--- config.mk ---
export PLATFORM = sky130hd
export DESIGN_NAME = regfile
export DESIGN_NICKNAME = d
export VERILOG_FILES = /design/src/rtl/regfile.sv
export SDC_FILE = /design/constraint.sdc
export NUM_CORES = 2
export LEC_CHECK = 0
export CAP_MARGIN = 20
export CORE_ASPECT_RATIO = 0.8
export CORE_MARGIN = 1.5
export CORE_UTILIZATION = 60
export CTS_BUF_LIST = sky130_fd_sc_hd__clkbuf_8
export CTS_CLUSTER_SIZE = 20
export DETAILED_ROUTE_END_ITERATION = 10
export DONT_BUFFER_PORTS = 1
export PLACE_DENSITY = 0.76
export SYNTH_ARGS = -nofsm -noshare
export SYNTH_HDL_FRONTEND = slang
export SYNTH_SLANG_ARGS = --single-unit
--- constraint.sdc ---
create_clock -name clk -period 4.4 [get_ports clk]
set_input_delay 0.88 -clock clk [delete_from_list [all_inputs] [get_ports clk]]
set_output_delay 0.88 -clock clk [all_outputs]
set_load 0.05 [all_outputs]
--- src/rtl/regfile.sv ---
// Register file: DEPTH words of WIDTH bits, one synchronous write port, two
// combinational read ports, optional hardwired-zero word and write-to-read bypass.
module regfile #(
  parameter  int WIDTH    = 32,
  parameter  int DEPTH    = 32,
  parameter  int ZERO_EN  = 1,
  parameter  int ZERO_IDX = DEPTH - 1,
  parameter  int BYPASS   = 0,
  localparam int ADDR_W   = $clog2(DEPTH)
) (
  input  logic              clk,
  input  logic              rst,
  input  logic              wrEn,
  input  logic [ADDR_W-1:0] wrAddr,
  input  logic [WIDTH-1:0]  wrData,
  input  logic [ADDR_W-1:0] rdAddrA,
  input  logic [ADDR_W-1:0] rdAddrB,
  output logic [WIDTH-1:0]  rdDataA,
  output logic [WIDTH-1:0]  rdDataB
);

  localparam logic [ADDR_W:0]   DEPTH_L = (ADDR_W + 1)'(DEPTH);
  localparam logic [ADDR_W-1:0] ZIDX    = ADDR_W'(ZERO_IDX);

  function automatic logic in_range(input logic [ADDR_W-1:0] a);
    return {1'b0, a} < DEPTH_L;
  endfunction

  function automatic logic is_zero(input logic [ADDR_W-1:0] a);
    return (ZERO_EN != 0) && (a == ZIDX);
  endfunction

  logic [WIDTH-1:0] word [DEPTH];
  logic             wr_legal;
  logic             byp_a;
  logic             byp_b;

  assign wr_legal = wrEn && in_range(wrAddr) && !is_zero(wrAddr);

  // Bypass is held off during reset so outputs stay 0 while rst is low.
  assign byp_a = (BYPASS != 0) && rst && wr_legal && (rdAddrA == wrAddr);
  assign byp_b = (BYPASS != 0) && rst && wr_legal && (rdAddrB == wrAddr);

  for (genvar i = 0; i < DEPTH; i++) begin : g_word
    if ((ZERO_EN != 0) && (i == ZERO_IDX)) begin : g_zero
      assign word[i] = '0;
    end else begin : g_reg
      logic [WIDTH-1:0] q;
      logic             en;

      assign en = wr_legal && (wrAddr == ADDR_W'(i));

      always_ff @(posedge clk or negedge rst) begin
        if (!rst) begin
          q <= '0;
        end else if (en) begin
          q <= wrData;
        end
      end

      assign word[i] = q;
    end
  end

  // Out-of-range and zero-register checks come first so an illegal address
  // never selects wrData or an undefined array element.
  always_comb begin
    rdDataA = word[rdAddrA];
    if (!in_range(rdAddrA) || is_zero(rdAddrA)) begin
      rdDataA = '0;
    end else if (byp_a) begin
      rdDataA = wrData;
    end
  end

  always_comb begin
    rdDataB = word[rdAddrB];
    if (!in_range(rdAddrB) || is_zero(rdAddrB)) begin
      rdDataB = '0;
    end else if (byp_b) begin
      rdDataB = wrData;
    end
  end

endmodule

==> impl_metrics.ini <==
[worst_setup_path]
reg2reg_slack_ns = 3.53
path_class = in2out
end_kind = primary output
cp-startpoint = rdAddrA[1]
regToRegStartpoint = g_word[29].g_reg.q[6]
cp_cell_sequence = nand4_1, nand2_1, buf_4, a311oi_1, a221oi_1, a21oi_1, buf_4
timing.reg2reg.worst_path_depth = 1
cp.arrival_ns = 3.58
critPathMaxFanout = 242
critPathLaunchType = primary input
cpMostUsedCell = buf_4
reg2reg_to = g_word[29].g_reg.q[6]
crit_path_top_delay_cell = a21oi_1
max_stage_delay_ns = 0.55
cp.required_ns = 3.52
worstSetupEndpoint = rdDataA[1]

[sta]
period_share_pct = 101
drv_slew = 0
setup-violations-final = 1
report.final.hold_viol_count = 0
slew-limit-headroom_pct = 8.71
fin_ws_ns = -0.0615
fin_skew_ns = 0
period_minus_slack_ns = 4.46
setup_tns_ns = -0.0615
rsz0062_at_grt = no
clock.fmax_mhz = 224
tightestPinTransition_ns = 1.37

[power_and_ir_drop]
powerDensity_nw_per_um2 = 442
p_switching_mw = 7.36
p_seq_share_pct = 47.4
comb_power_share_pct = 21.5
ir_worst_vdd_mv = 0.266
netSwitchingFraction_pct = 28.5
p_int_mw = 18.4
clkPwrFrac_pct = 31.1
p_leak_nw = 25.5

[status]
status = finished with violations
violations = setup timing

[clock_tree]
cts_inserted_buffers = 164
worstSkewPairLatency_ns = 0.80
cts_setup_buffers = 0
cts_tree = yes
cts_resized = 0
clock_sinks = 992
cts.clk_slew.worst_paths_ns = 0.06
cts-root-buf = clkbuf_8
clockBufferDepth = 3
htreeDepth = 4

[finish]
final_common_cell = mux2_2
layout.nets = 3775
stdcell_count = 5039
drive_gt1_share_pct = 48.5
final-seq-area_um2 = 24800
utilization_pct = 65.3
synthToLayoutAreaGrowth_pct = 8.04
fin_area_um2 = 58300
reg.largest.list = g_word.g_reg.q x992
final_cell_mix = mux2_2 (1074), dfrtp_1 (992), mux4_2 (320)
fillers = 6576
multiInputGateArea_um2 = 27400
largest_register_ffs = 992
top_register = g_word.g_reg.q

[grt]
antenna_found_initial = 2
overflow = 0
grt_pass1_vias = 35400
grt_pass1_wl_um = 237000
grt_usage_pct = 34.9
grt_max_degree = 993

[floorplan]
row_count = 98
die_w_um = 338
core-area_um2 = 89300
start_util_pct = 60.4
dieArea_um2 = 91800
die_height_um = 271
pin_count = 114

[placement]
port_buffers = 0
dp_slack_ns = 0.484
dp.cells = 4752
gp_congestion = 0.865
dp_hpwl_um = 92200
place_area_um2 = 54900

[min_path]
hold_class = in2async

[route]
vias = 35400
drt_iter0_markers = 4105
via_per_inst = 7.03
firstDrtPassIters = 6
wl_um = 160000
drc = 0
drtAntennaViolNets = 0
wl_per_cell_um = 31.8

[synthesis]
ys_types = 43
synth_seq_cells = 992
synth_edf_count = 0
syn_avg_cell_area_um2 = 14.1
synth_area_leaders = dfrtp_1 (46%), mux2_2 (22%), mux4_2 (13%)
synthArstFlopShare_pct = 100
syn_inst = 3819
synth_largest_area_cell = dfrtp_1
syn-cell-area_um2 = 54000
synth.top_cell.area_share_pct = 46.0
ys_seq_area_share_pct = 46.0
synth_warnings = 0
synth-main-ff-cell = dfrtp_1
syn_nets = 3869

[flow_run]
maxCapViolations = 0
-- power groups by stage --
stage | Combinational (mW) | Clock (mW) | Sequential [mW]
2_1_floorplan | 4.58 | 0 | 11.9
3_3_place_gp | 5.14 | 0 | 12.2
3_5_place_dp | 5.27 | 0 | 12.3
4_1_cts | 5.30 | 8.10 | 12.2
5_1_grt | 5.85 | 8.50 | 12.5
6_report | 5.55 | 8.01 | 12.2
-- how the worst min path moves through the flow --
stage,slack (ns),start,endpoint
after floorplan,0.47,g_word[19].g_reg.q[2],g_word[19].g_reg.q[2]
after global placement,0.48,g_word[3].g_reg.q[23],g_word[3].g_reg.q[23]
after detailed placement,0.50,g_word[12].g_reg.q[3],g_word[12].g_reg.q[3]
after CTS,-0.24,rst,g_word[25].g_reg.q[23]
after global routing,0.16,wrData[24],g_word[3].g_reg.q[24]
final,0.19,rst,g_word[4].g_reg.q[20]
-- kinds of logic (layout without fill, tap and decap cells) --
logic type             Yosys count  after routing  share of synthesized area (%)
AOI/OAI and AO/OA              496            496                           6.55
buffers and inverters          407            425                           3.92
DFF                            992            992                           46.0
muxes                         1666           1666                           40.9
other                            0              2                              0
and+or+nand+nor                258            258                           2.60
-- stage by stage --
step	hold slack [ns]	power [mW]
after floorplan	0.470	16.5
after CTS	-0.238	25.6
after detailed placement	0.496	17.6
final	0.185	25.8
after global placement	0.483	17.4
after global routing	0.158	26.8
-- critical path, delay by kind of cell --
| kind | cells | cell delay (ns) |
|---|---|---|
| simple gates | 2 | 0.61 |
| compound gates | 3 | 0.87 |
| buf+inv | 2 | 0.59 |
-- per-layer routing --
layer	wire (um)	part of all wire [%]	global-route usage, %
met4	4990	3.1	11.3
met1	67500	42	51.0
met3	17900	11	10.8
met5	0	0	0
met2	70000	44	49.9
-- Yosys cell counts, types with 15 or more instances --
master and n:
o31ai_1 22, o211ai_1 16, dfrtp_1 992, a211oi_1 65, mux2i_1 227, mux4_2 320
o221ai_1 17, clkbuf_1 162, mux2_2 1074, o22ai_1 64, or2_2 18, nor2_1 65
nand2_1 48, buf_2 161, nor2b_1 72, buf_4 39, buf_1 15, o2bb2ai_1 16
mux2_1 45, a21oi_1 111, a221oi_1 30, buf_6 27, o22a_1 32, o2111a_1 16
o21ai_0 32, a21o_1 48
-- cell type report --
cell class | instances | area share (%)
diodes | 2 | 0.00859
clock buffers | 202 | 4.77
clock inverters | 76 | 0.676
multi-input cells | 2420 | 46.9
flip-flops and latches | 992 | 42.6
well taps | 1200 | 2.58
repair buffers | 147 | 2.47
Power figures use the tool's default switching activity.
